**src/rtl/spc_sched_pkg.sv**
```systemverilog
// ----------------------------------------------------------------------------
// spc_sched_pkg
// Shared types and constants for the special-register write scheduler.
//   state_e      : scheduler FSM state (IDLE / LOCKED)
//   REQ_*        : requester indices (branch, stack, flags, user)
//   ZR .. CPSR   : special register file indices
//   lowest_idx() : index of the lowest set bit of a 4-bit vector
// ----------------------------------------------------------------------------
package spc_sched_pkg;

  typedef enum logic {
    IDLE   = 1'b0,
    LOCKED = 1'b1
  } state_e;

  localparam logic [1:0] REQ_BR  = 2'd0;
  localparam logic [1:0] REQ_STK = 2'd1;
  localparam logic [1:0] REQ_FLG = 2'd2;
  localparam logic [1:0] REQ_USR = 2'd3;

  localparam logic [2:0] ZR   = 3'd0;
  localparam logic [2:0] R1   = 3'd1;
  localparam logic [2:0] R2   = 3'd2;
  localparam logic [2:0] R3   = 3'd3;
  localparam logic [2:0] SP   = 3'd4;
  localparam logic [2:0] LR   = 3'd5;
  localparam logic [2:0] PC   = 3'd6;
  localparam logic [2:0] CPSR = 3'd7;

  // Fixed-priority pick: lowest set index wins. Returns 0 for an empty vector;
  // callers qualify the result with a separate "any set" test.
  function automatic logic [1:0] lowest_idx(input logic [3:0] v);
    logic [1:0] idx;
    idx = 2'd0;
    for (int i = 3; i >= 0; i--) begin
      if (v[i]) idx = 2'(i);
    end
    return idx;
  endfunction

endpackage

```
**src/rtl/spc_write_sched_if.sv**
```systemverilog
// ----------------------------------------------------------------------------
// spc_write_sched_if
// Bundle between the four write requesters and the scheduler, plus the
// scheduler's register-file write port and status.
//
// Handshake: a requester raises req[i] with addr/data (and lock[i]) and holds
// them stable until it sees gnt[i]. gnt[i] high at a rising clk edge means the
// request is consumed at that edge; a new request may be presented in the
// following cycle. There is no backpressure on the write side: wr_valid is a
// one-cycle strobe the register file must accept.
//
//   req[3:0]      requester -> sched   write request (0=br,1=stk,2=flg,3=usr)
//   lock[3:0]     requester -> sched   keep ownership after this grant
//   addr[11:0]    requester -> sched   3-bit target per requester, packed
//   data[127:0]   requester -> sched   32-bit data per requester, packed
//   gnt[3:0]      sched -> requester   one-hot combinational grant
//   wr_valid      sched -> regfile     registered write strobe
//   wr_addr[2:0]  sched -> regfile     registered write address
//   wr_data[31:0] sched -> regfile     registered write data
//   wr_src[1:0]   sched -> observers   requester behind current write
//   busy          sched -> observers   high while LOCKED
//   zr_drop       sched -> observers   pulse: write to ZR discarded
//   dbg_state     sched -> observers   FSM state
// ----------------------------------------------------------------------------
interface spc_write_sched_if;
  import spc_sched_pkg::*;

  logic [3:0]   req;
  logic [3:0]   lock;
  logic [11:0]  addr;
  logic [127:0] data;
  logic [3:0]   gnt;
  logic         wr_valid;
  logic [2:0]   wr_addr;
  logic [31:0]  wr_data;
  logic [1:0]   wr_src;
  logic         busy;
  logic         zr_drop;
  state_e       dbg_state;

  modport master (
    output req, lock, addr, data,
    input  gnt, wr_valid, wr_addr, wr_data, wr_src, busy, zr_drop, dbg_state
  );

  modport slave (
    input  req, lock, addr, data,
    output gnt, wr_valid, wr_addr, wr_data, wr_src, busy, zr_drop, dbg_state
  );

endinterface

```
**src/rtl/spc_age_ctr.sv**
```systemverilog
// ----------------------------------------------------------------------------
// spc_age_ctr
// Saturating wait counter for one requester. Used only when the design is
// built with SPC_SCHED_AGING_EN defined.
//   clk       in   rising-edge clock
//   reset     in   asynchronous active-low reset
//   req_i     in   requester's req
//   gnt_i     in   requester's gnt
//   count_o   out  cycles waited (saturates at WAIT_MAX)
//   at_max_o  out  count_o == WAIT_MAX
// ----------------------------------------------------------------------------
module spc_age_ctr #(
  parameter int WAIT_MAX = 7,
  parameter int CW       = 3
) (
  input  logic          clk,
  input  logic          reset,
  input  logic          req_i,
  input  logic          gnt_i,
  output logic [CW-1:0] count_o,
  output logic          at_max_o
);

  localparam logic [CW-1:0] MAX_C = CW'(WAIT_MAX);

  logic [CW-1:0] count_q, count_d;

  always_comb begin
    count_d = count_q;
    if (!req_i || gnt_i) begin
      count_d = '0;
    end else if (count_q != MAX_C) begin
      count_d = count_q + CW'(1);
    end
  end

  always_ff @(posedge clk or negedge reset) begin
    if (!reset) count_q <= '0;
    else        count_q <= count_d;
  end

  assign count_o  = count_q;
  assign at_max_o = (count_q == MAX_C);

endmodule

```
**src/rtl/spc_write_sched.sv**
```systemverilog
// ----------------------------------------------------------------------------
// spc_write_sched
// Write-port scheduler for the special register file. Grants at most one of
// four requesters per cycle (fixed priority, lowest index first), supports
// short locked multi-write sequences, and issues one registered write.
// Writes to ZR are acknowledged but dropped, with a zr_drop pulse.
//
// Optional feature macro: SPC_SCHED_AGING_EN
//   defined   : per-requester age counters; a requester that waited WAIT_MAX
//               cycles beats fixed priority in IDLE.
//   undefined : pure fixed priority, no counters, WAIT_MAX unused.
//
// Parameters: WAIT_MAX (aging threshold), LOCK_MAX (max cycles per lock).
// Ports:
//   clk    in  rising-edge clock
//   reset  in  asynchronous active-low reset
//   bus    spc_write_sched_if.slave (requests, grant, write port, status)
// ----------------------------------------------------------------------------
module spc_write_sched
  import spc_sched_pkg::*;
#(
  parameter int WAIT_MAX = 7,
  parameter int LOCK_MAX = 4
) (
  input  logic               clk,
  input  logic               reset,
  spc_write_sched_if.slave   bus
);

  // One spare bit so the increment past LOCK_MAX can never wrap.
  localparam int              LW         = $clog2(LOCK_MAX + 2);
  localparam logic [LW-1:0]   LOCK_MAX_C = LW'(LOCK_MAX);

  state_e        state_q, state_d;
  logic [1:0]    owner_q, owner_d;
  logic [LW-1:0] lcnt_q, lcnt_d;

  logic [3:0]    gnt_c;
  logic [3:0]    promoted;
  logic [1:0]    win;

  logic          wr_valid_q, wr_valid_d;
  logic [2:0]    wr_addr_q, wr_addr_d;
  logic [31:0]   wr_data_q, wr_data_d;
  logic [1:0]    wr_src_q, wr_src_d;
  logic          zr_drop_q, zr_drop_d;

  // --------------------------------------------------------------------------
  // Starvation aging
  // --------------------------------------------------------------------------
`ifdef SPC_SCHED_AGING_EN
  localparam int AGE_W = $clog2(WAIT_MAX + 1);

  logic [3:0]       at_max;
  logic [AGE_W-1:0] age_cnt_unused [4];

  for (genvar g = 0; g < 4; g++) begin : g_age
    spc_age_ctr #(
      .WAIT_MAX (WAIT_MAX),
      .CW       (AGE_W)
    ) u_age (
      .clk      (clk),
      .reset    (reset),
      .req_i    (bus.req[g]),
      .gnt_i    (gnt_c[g]),
      .count_o  (age_cnt_unused[g]),
      .at_max_o (at_max[g])
    );
  end

  assign promoted = bus.req & at_max;
`else
  logic unused_wait_max;
  assign unused_wait_max = (WAIT_MAX != 0);
  assign promoted        = '0;
`endif

  // --------------------------------------------------------------------------
  // FSM: next state and grant
  // --------------------------------------------------------------------------
  always_comb begin
    state_d = state_q;
    owner_d = owner_q;
    lcnt_d  = lcnt_q;
    gnt_c   = '0;
    win     = (promoted != '0) ? lowest_idx(promoted) : lowest_idx(bus.req);

    unique case (state_q)
      IDLE: begin
        if (bus.req != '0) begin
          gnt_c[win] = 1'b1;
          if (bus.lock[win]) begin
            state_d = LOCKED;
            owner_d = win;
            lcnt_d  = LW'(1);
          end
        end
      end
      LOCKED: begin
        lcnt_d = lcnt_q + LW'(1);
        if (bus.req[owner_q]) gnt_c[owner_q] = 1'b1;
        // Release takes effect at the edge; nobody else is granted this
        // cycle, so new arbitration starts in the following cycle.
        if (!bus.req[owner_q] || !bus.lock[owner_q] || (lcnt_d >= LOCK_MAX_C)) begin
          state_d = IDLE;
          lcnt_d  = '0;
        end
      end
      default: state_d = IDLE;
    endcase

    // gnt is combinational from req; hold it low while reset is asserted.
    if (!reset) gnt_c = '0;
  end

  always_ff @(posedge clk or negedge reset) begin
    if (!reset) begin
      state_q <= IDLE;
      owner_q <= '0;
      lcnt_q  <= '0;
    end else begin
      state_q <= state_d;
      owner_q <= owner_d;
      lcnt_q  <= lcnt_d;
    end
  end

  // --------------------------------------------------------------------------
  // Write issue
  // --------------------------------------------------------------------------
  always_comb begin
    wr_valid_d = 1'b0;
    zr_drop_d  = 1'b0;
    wr_addr_d  = wr_addr_q;
    wr_data_d  = wr_data_q;
    wr_src_d   = wr_src_q;
    for (int i = 0; i < 4; i++) begin
      if (gnt_c[i]) begin
        wr_addr_d = bus.addr[3*i +: 3];
        wr_data_d = bus.data[32*i +: 32];
        wr_src_d  = 2'(i);
        // ZR is hard-wired zero: acknowledge but never strobe the regfile.
        if (bus.addr[3*i +: 3] == ZR) zr_drop_d  = 1'b1;
        else                          wr_valid_d = 1'b1;
      end
    end
  end

  always_ff @(posedge clk or negedge reset) begin
    if (!reset) begin
      wr_valid_q <= 1'b0;
      wr_addr_q  <= '0;
      wr_data_q  <= '0;
      wr_src_q   <= '0;
      zr_drop_q  <= 1'b0;
    end else begin
      wr_valid_q <= wr_valid_d;
      wr_addr_q  <= wr_addr_d;
      wr_data_q  <= wr_data_d;
      wr_src_q   <= wr_src_d;
      zr_drop_q  <= zr_drop_d;
    end
  end

  assign bus.gnt       = gnt_c;
  assign bus.wr_valid  = wr_valid_q;
  assign bus.wr_addr   = wr_addr_q;
  assign bus.wr_data   = wr_data_q;
  assign bus.wr_src    = wr_src_q;
  assign bus.zr_drop   = zr_drop_q;
  assign bus.busy      = (state_q == LOCKED);
  assign bus.dbg_state = state_q;

endmodule
```
**src/flat_wrapper.sv**
```systemverilog
// flat-port wrapper written by rule: the top's interface ports become plain ports
module spc_write_sched_flat import spc_sched_pkg::*;
#(
  parameter int WAIT_MAX = 7,
  parameter int LOCK_MAX = 4
)
  (clk, reset, bus_req, bus_lock, bus_addr, bus_data, bus_gnt, bus_wr_valid, bus_wr_addr, bus_wr_data, bus_wr_src, bus_busy, bus_zr_drop, bus_dbg_state);
  spc_write_sched_if bus_i ();
  input  logic clk;
  input  logic reset;
  input wire logic [$bits(bus_i.req)-1:0] bus_req;
  input wire logic [$bits(bus_i.lock)-1:0] bus_lock;
  input wire logic [$bits(bus_i.addr)-1:0] bus_addr;
  input wire logic [$bits(bus_i.data)-1:0] bus_data;
  output wire logic [$bits(bus_i.gnt)-1:0] bus_gnt;
  output wire logic [$bits(bus_i.wr_valid)-1:0] bus_wr_valid;
  output wire logic [$bits(bus_i.wr_addr)-1:0] bus_wr_addr;
  output wire logic [$bits(bus_i.wr_data)-1:0] bus_wr_data;
  output wire logic [$bits(bus_i.wr_src)-1:0] bus_wr_src;
  output wire logic [$bits(bus_i.busy)-1:0] bus_busy;
  output wire logic [$bits(bus_i.zr_drop)-1:0] bus_zr_drop;
  output wire logic [$bits(bus_i.dbg_state)-1:0] bus_dbg_state;
  assign bus_i.req = bus_req;
  assign bus_i.lock = bus_lock;
  assign bus_i.addr = bus_addr;
  assign bus_i.data = bus_data;
  assign bus_gnt = bus_i.gnt;
  assign bus_wr_valid = bus_i.wr_valid;
  assign bus_wr_addr = bus_i.wr_addr;
  assign bus_wr_data = bus_i.wr_data;
  assign bus_wr_src = bus_i.wr_src;
  assign bus_busy = bus_i.busy;
  assign bus_zr_drop = bus_i.zr_drop;
  assign bus_dbg_state = bus_i.dbg_state;
  spc_write_sched #(.WAIT_MAX(WAIT_MAX), .LOCK_MAX(LOCK_MAX)) u_core (.clk(clk), .reset(reset), .bus(bus_i));
endmodule
```
**config.mk**
```make
export PLATFORM = sky130hd
export DESIGN_NAME = spc_write_sched_flat
export DESIGN_NICKNAME = d
export VERILOG_FILES = /design/src/rtl/spc_sched_pkg.sv /design/src/rtl/spc_write_sched_if.sv /design/src/rtl/spc_age_ctr.sv /design/src/rtl/spc_write_sched.sv /design/src/flat_wrapper.sv
export SDC_FILE = /design/constraint.sdc
export NUM_CORES = 1
export LEC_CHECK = 0
export CAP_MARGIN = 20
export CORE_MARGIN = 5
export CORE_UTILIZATION = 37
export CTS_CLUSTER_SIZE = 24
export DETAILED_ROUTE_END_ITERATION = 10
export GPL_ROUTABILITY_DRIVEN = 0
export HOLD_SLACK_MARGIN = 0.06
export PLACE_DENSITY = 0.93
export RECOVER_POWER = 50
export SYNTH_ARGS = -nofsm -noshare
export SYNTH_HDL_FRONTEND = slang
export SYNTH_HIERARCHICAL = 1
export SYNTH_SLANG_ARGS = --single-unit
export TNS_END_PERCENT = 10
```
**constraint.sdc**
```tcl
create_clock -name clk -period 4.1 [get_ports clk]
set_clock_uncertainty 0.15 [all_clocks]
set_input_delay 0.82 -clock clk [delete_from_list [all_inputs] [get_ports clk]]
set_output_delay 0.82 -clock clk [all_outputs]
set_load 0.01 [all_outputs]
```
==> metrics.md, run 1 <==
| Metric | Value |
|---|---|
| Gr ovfl total | 0 |
| Hold Path Depth | 1 |
| Drc violations | 0 |
| Num ports | 195 |
| Reg2Reg Depth | 6 |
| Yosys reg bits | 45 |
| Sequential share of power | 0.377 |
| Post-synth EDFFs | 0 |
| RSZ-0062 raised after global routing | false |
| Status | finished clean |
| Height of the chip | 94.8 um |
| WHS | 0.351 ns |
| Area growth syn-to-layout | 76.6% |
| WL/cell | 19.6 um |
| Combinational Power Share | 0.484 |
| Worst Path Max Fanout | 11 |
| Max Root-Sink Buffers | 2 |
| Post-Syn Instances | 281 |
| CTS tree | done |
| Vias in the first global route | 3327 |
| Share of cells above drive strength 1 | 0.0501 |
| M2 GR Usage | 0.424 |
| Cell taking the most area after synthesis | dfrtp_1 |
| # Post-CTS Setup Buffers | 0 |
| Req. time, crit path | 3.13 ns |
| GR Util met3 | 0.0773 |
| Slew of the pin with the lowest slew margin | 1.33 ns |
| Total track usage | 0.231 |
| Setup TNS | 0 ns |
| Grt met1 use | 0.250 |
| CTS Buf Count | 5 |
| HP Class | reg2reg |
| Clk pwr share | 0.140 |
| Nets | 609 |
| Critical path class | in2out |
| Slew Viols, Final | 0 |
| DRT antenna net count | 0 |
| Initial antenna violation count | 0 |
| # rows | 30 |
| Largest net degree at the start of global routing | 40 |
| Mean Syn Cell Area | 9.46 um^2 |
| Total Die Area | 8980 um^2 |
| Synth Warn # | 6 |
| Pint | 1240 uW |
| PwrDens | 403 nW/um^2 |
| F_max | 268 MHz |
| Setup crit end kind | output port |
| Minimum clock period | 3.74 ns |
| Area share of the largest cell type after synthesis | 0.424 |
| # setup viols final | 0 |
| Max VDD drop | 0.173 mV |
| Post_cts resized | 0 |
| Worst setup SP type | input port |
| Switching Share | 0.344 |
| Core box area | 6910 um^2 |
| Clock insertion delay at the later pin of the skew report | 0.28 ns |
| ANT cells | 0 |
| Cell Area, Synth | 2660 um^2 |
| Via Count | 3135 |
| Sequential area share after synthesis | 0.424 |
| R2r setup slk | 1.44 ns |
| Starting Density | 0.385 |
| Worst r2r dst | u_core/bus.wr_data[22] |
| Hold_buf cts | 0 |
| Setup crit start | bus_req[0] |
| Htree depth | 2 |
| Top FF cell, synth | dfrtp_1 |
| Clock slew at reported path FFs | 0.08 ns |
| Synth Net Count | 432 |
| Initial DRT Pass Iterations | 5 |
| Critical path endpoint | bus_gnt[3] |
| LEAKAGE | 0.00170 uW |
| WP data arrival | 2.77 ns |
| P_sw | 651 uW |
| Asr flop ratio synth | 1.00 |
| R2r startpoint | u_core/bus.busy |
| Slew Limit Headroom | 0.115 |
| First DRT Iteration DRCs | 171 |
| CTS Root Cell | clkbuf_8 |
| Fin crit share | 0.912 |
| Leading post-synthesis cells by cell area | dfrtp_1 42%, o31ai_1 10%, a22oi_1 10%, o22ai_1 8.2%, nor3_1 7.3% |
| Gr busiest metal | met2 |
| Fin. Hold Viols | 0 |
| Via/cell ratio | 5.65 |
| Die width | 94.8 um |
| Drt total wl | 10900 um |
| Port Buffer Count | 194 |
| Fillers | 547 |
| CTS Sinks | 45 |
| Synth cell types | 42 |
| First-pass GRT wire length | 16300 um |
| DP Wirelength | 8360 um |
| Max cap viols | 0 |
-- how the worst min path moves through the flow --
stage,start,endpoint,slack [ns]
3_3_place_gp,u_core/bus.wr_src[1],u_core/bus.wr_src[1],0.31
3_5_place_dp,u_core/bus.wr_src[1],u_core/bus.wr_src[1],0.34
5_1_grt,u_core/bus.wr_src[1],u_core/bus.wr_src[1],0.38
6_report,u_core/bus.wr_src[1],u_core/bus.wr_src[1],0.35
4_1_cts,u_core/bus.wr_src[1],u_core/bus.wr_src[1],0.36
2_1_floorplan,u_core/lcnt_q[0],u_core/lcnt_q[0],0.33
-- worst max-delay path, cell delays in order --
cell             delay (ns)
clkdlybuf4s50_1        0.58
or4_1                  0.62
a21oi_4                0.17
clkdlybuf4s50_1        0.57
-- final cells by class --
type                       instances  area (um^2)  area share
timing repair buffer             202         1990       0.425
multi-input combinational        199         1350       0.288
sequential                        45         1130       0.240
tap                               96          120      0.0256
clock buffer                       6         72.6      0.0155
inverter                           5         18.8     0.00400
clock inverter                     2         10.0     0.00213
-- synthesized netlist by cell type, types with 2 or more instances --
| cell type | instances |
|---|---|
| buf_2 | 11 |
| a22oi_1 | 36 |
| mux2_2 | 2 |
| a211o_1 | 2 |
| o22ai_1 | 35 |
| buf_4 | 7 |
| dfrtp_1 | 45 |
| o31ai_1 | 37 |
| nand2b_1 | 2 |
| nor3_1 | 39 |
| inv_1 | 4 |
| buf_6 | 4 |
| nor3b_1 | 2 |
| nand4_1 | 2 |
| o21ai_0 | 2 |
| or3_1 | 2 |
| a21oi_2 | 2 |
| nor2_1 | 3 |
| a21oi_1 | 2 |
| clkbuf_1 | 8 |
| nor2b_1 | 2 |
| nand4b_1 | 2 |
| a31oi_1 | 2 |
| nand3b_1 | 3 |
| nor4_1 | 2 |
| nand3_1 | 3 |
| nand2_1 | 5 |
-- flip-flops by register name (all words and copies together) (netlist names) --
register and count:
u_core/bus.wr_src 2, u_core/bus.busy 1, u_core/bus.wr_valid 1, u_core/owner_q 2, u_core/lcnt_q 3, u_core/bus.wr_addr 3, u_core/bus.zr_drop 1, u_core/bus.wr_data 32
-- placed cells by master (no fill, tap or decap), types with 3 or more instances in the layout --
| master | n |
|---|---|
| o31ai_1 | 37 |
| nand3b_1 | 3 |
| inv_1 | 4 |
| nor3_1 | 39 |
| clkbuf_8 | 5 |
| nor2_1 | 3 |
| o22ai_1 | 35 |
| a22oi_1 | 36 |
| clkbuf_1 | 3 |
| dfrtp_1 | 45 |
| clkdlybuf4s50_1 | 171 |
| dlygate4sd3_1 | 22 |
| a21oi_4 | 3 |
| buf_4 | 7 |
| nand2_1 | 5 |
-- cell families after synthesis --
kind of cell             Yosys count  synth area share
flip-flops                        45             0.424
adder cells (fa/ha/maj)            1           0.00471
multiplexers                       2           0.00847
XOR/XNOR                           1           0.00330
AND/OR/NAND/NOR                   72             0.150
AO/OA/AOI/OAI                    123             0.331
buffers and inverters             37            0.0791
-- stage by stage --
stage / utilization / instances / instance area, um^2 / worst slack [ns] / power [uW]
floorplan: - / 281 / 2660 / 1.26 / 1110
global placement: 0.668 / 547 / 4610 / 0.407 / 1640
detailed placement: 0.668 / 547 / 4610 / 0.352 / 1680
CTS: 0.680 / 555 / 4700 / 0.351 / 1940
global route: 0.679 / 555 / 4690 / 0.268 / 2010
finish: 0.679 / 555 / 4690 / 0.362 / 1890
-- per-layer routing --
metal / vias up / wire (um)
li1: 1485 / -
met1: 1465 / 3940
met2: 164 / 5530
met3: 21 / 1210
met4: 0 / 197
met5: - / 0
-- power by group through the flow --
stage / clock [uW] / combinational [uW] / sequential [uW]
6_report: 264 / 915 / 712
5_1_grt: 291 / 980 / 734
4_1_cts: 272 / 955 / 717
3_5_place_dp: 0 / 952 / 726
3_3_place_gp: 0 / 921 / 715
2_1_floorplan: 0 / 340 / 767
Power figures use the tool's default switching activity.
==> run 2, diff against run 1 <==
Settings changed: CTS_CLUSTER_DIAMETER set to 120, CTS_CLUSTER_SIZE 24 to 10, HOLD_SLACK_MARGIN 0.06 to 0.12.
==> results of run 2 <==
Same layout as run 1: the final DEF is identical, and so are final timing and power.
==> run 3, diff against run 2 <==
==> constraint.sdc (replaced) <==
create_clock -name clk -period 4.1 [get_ports clk]
set_clock_uncertainty 0.15 [all_clocks]
set_input_delay 0.41 -clock clk [delete_from_list [all_inputs] [get_ports clk]]
set_output_delay 0.41 -clock clk [all_outputs]
set_load 0.01 [all_outputs]
==> run 3 against run 2 <==
  * Cell count increased by 0.36%
  * Critical endpoint is now bus_gnt[0]
  * Worst hold slack got worse by 0.012 ns
  * First-iteration DRC count down 18%
  * Non-clock buffer count rose by 2
  * Register-to-register slack improved by 0.03 ns
  * Flip-flop and latch count did not move
  * Wire length increased by 0.48%
  * Utilization increased by 0.87 points
  * Via count grew 2.3%
  * Highest routed layer unchanged
  * Combinational power barely moved
  * Global-route usage up 0.47 points
  * Critical path depth increased by 2
==> metrics.md, run 3 (same netlist as run 1, synthesis figures left out) <==
| Metric | Value |
|---|---|
| Initial antenna violation count | 0 (unchanged) |
| Via/cell ratio | 5.76 (+1.9%) |
| Max VDD drop | 0.221 mV (+28%) |
| Commonest cells after routing, fill and taps aside | 171 x clkdlybuf4s50_1, 45 x dfrtp_1, 39 x nor3_1 |
| Register area | 1130 um^2 (unchanged) |
| Total Die Area | 8980 um^2 (unchanged) |
| Fin crit share | 0.781 (-0.130) |
| # Post-CTS Setup Buffers | 0 (unchanged) |
| Worst Path Max Fanout | 26 (+15) |
| Req. time, crit path | 3.54 ns (+0.41 ns) |
| Post_cts resized | 0 (unchanged) |
| First-pass GRT wire length | 16600 um (+1.9%) |
| Num ports | 195 (unchanged) |
| Max reg flops | 32 (unchanged) |
| Gr ovfl total | 0 (unchanged) |
| HP Class | reg2reg |
| Status | finished clean |
| Critical path class | in2out |
| Fin. Hold Viols | 0 (unchanged) |
| DRT antenna net count | 0 (unchanged) |
| Vias in the first global route | 3407 (+2.4%) |
| CTS Root Cell | clkbuf_8 |
| Setup crit end kind | output port |
| Slew Limit Headroom | 0.367 (+0.251) |
| LEAKAGE | 0.00172 uW (+1.6%) |
| Fillers | 549 (+0.37%) |
| WP data arrival | 2.64 ns (-0.13 ns) |
| Port Buffer Count | 194 (unchanged) |
| Share of cells above drive strength 1 | 0.0586 (+0.00846) |
| Clock slew at reported path FFs | 0.09 ns (about the same) |
| First DRT Iteration DRCs | 141 (-18%) |
| Most common cell after layout, fill and taps aside | clkdlybuf4s50_1 |
| CTS Buf Count | 5 (unchanged) |
| RSZ-0062 raised after global routing | false |
| Starting Density | 0.385 (unchanged) |
| DP Wirelength | 8530 um (+2.1%) |
| # rows | 30 (unchanged) |
| Hold Startpoint | u_core/bus.wr_src[1] |
| Setup crit start | reset |
| Drt total wl | 10900 um (+0.48%) |
| Area growth syn-to-layout | 78.8% |
| Drc violations | 0 (unchanged) |
| CTS tree | done |
| WL/cell | 19.6 um (+0.12%) |
| # setup viols final | 0 (unchanged) |
| Largest net degree at the start of global routing | 39 (-2.5%) |
| CTS Sinks | 45 (unchanged) |
| Slew of the pin with the lowest slew margin | 0.948 ns (-0.379 ns) |
| Height of the chip | 94.8 um (unchanged) |
| ANT cells | 0 (unchanged) |
| PwrDens | 416 nW/um^2 (+3.1%) |
| Slew Viols, Final | 0 (unchanged) |
| Max cap viols | 0 (unchanged) |
| Via Count | 3206 (+2.3%) |
| Minimum clock period | 3.20 ns (-0.534 ns) |
| Multi-input combinational cell area | 1350 um^2 (unchanged) |
| Total track usage | 0.236 (+0.00473) |
| Clock insertion delay at the later pin of the skew report | 0.28 ns (about the same) |
| Worst setup SP type | input port |
| Hold_buf cts | 1 (+1) |
| Nets | 611 (+0.33%) |
| Htree depth | 2 (unchanged) |
| Max Root-Sink Buffers | 2 (unchanged) |
| F_max | 312 MHz (+17%) |
| Core box area | 6910 um^2 (unchanged) |
| Setup TNS | 0 ns (unchanged) |
| R2r startpoint | u_core/bus.busy |
| Initial DRT Pass Iterations | 4 (-1) |
| Tot Pwr | 1970 uW (+4.4%) |
| Die width | 94.8 um (unchanged) |
run 3: cell types whose count changed in the layout (fill, tap and decap cells not counted), sizes merged:
| cell | delta |
|---|---|
| dlygate4sd3 | +1 |
| clkinv | -2 |
| clkbuf | -2 |
| buf | +3 |
| bufinv | +1 |
| clkinvlp | +1 |
run 3: metrics by stage:
step / hold slack, ns / instances / worst slack, ns / area, um^2 / utilization
2_1_floorplan: -0.0356 / 281 / 2.08 / 2660 / -
3_3_place_gp: 0.272 / 548 / 0.966 / 4620 / 0.669
3_5_place_dp: 0.290 / 548 / 0.896 / 4620 / 0.669
4_1_cts: 0.341 / 557 / 0.835 / 4750 / 0.688
5_1_grt: 0.376 / 557 / 0.702 / 4750 / 0.688
6_report: 0.340 / 557 / 0.896 / 4750 / 0.688
run 3: layout make-up:
cell class	instances	share of cell area
Timing Repair Buffer	204	0.424
Tap cell	96	0.0253
Sequential cell	45	0.237
Multi-Input combinational cell	199	0.285
Clock buffer	6	0.0174
Clock inverter	2	0.00790
Inverter	5	0.00395
run 3: metal layers:
layer	vias to the layer above	wire, um	GRT usage
met5	-	0	0
met4	0	372	0.0998
met3	36	1200	0.0845
met2	187	5500	0.427
met1	1496	3850	0.244
li1	1487	-	-
run 3: path summary, 6_finish.rpt:
path / endpoint / slack [ns] / cells after the start
setup / recovery: bus_gnt[0] / 0.90 / 6
hold / removal: u_core/bus.wr_src[1] / 0.34 / 1
min in group asynchronous: u_core/owner_q[0] / 0.50 / 2
setup reg to reg: u_core/bus.wr_data[6] / 1.47 / 6
hold reg to reg: u_core/bus.wr_src[1] / 0.34 / 1
max in group asynchronous: u_core/bus.wr_addr[0] / 2.55 / 3
run 3: power by group:
part / internal (uW) / leakage, uW / switching, uW
registers: 602 / 0.000521 / 111
logic: 522 / 0.00115 / 393
clock network: 198 / 0.0000574 / 149
run 3: critical path, stage by stage:
cell and delay (ns):
dlygate4sd3_1 0.52, buf_2 0.47, buf_4 0.42, nand3_2 0.14, inv_2 0.10, clkdlybuf4s50_1 0.55
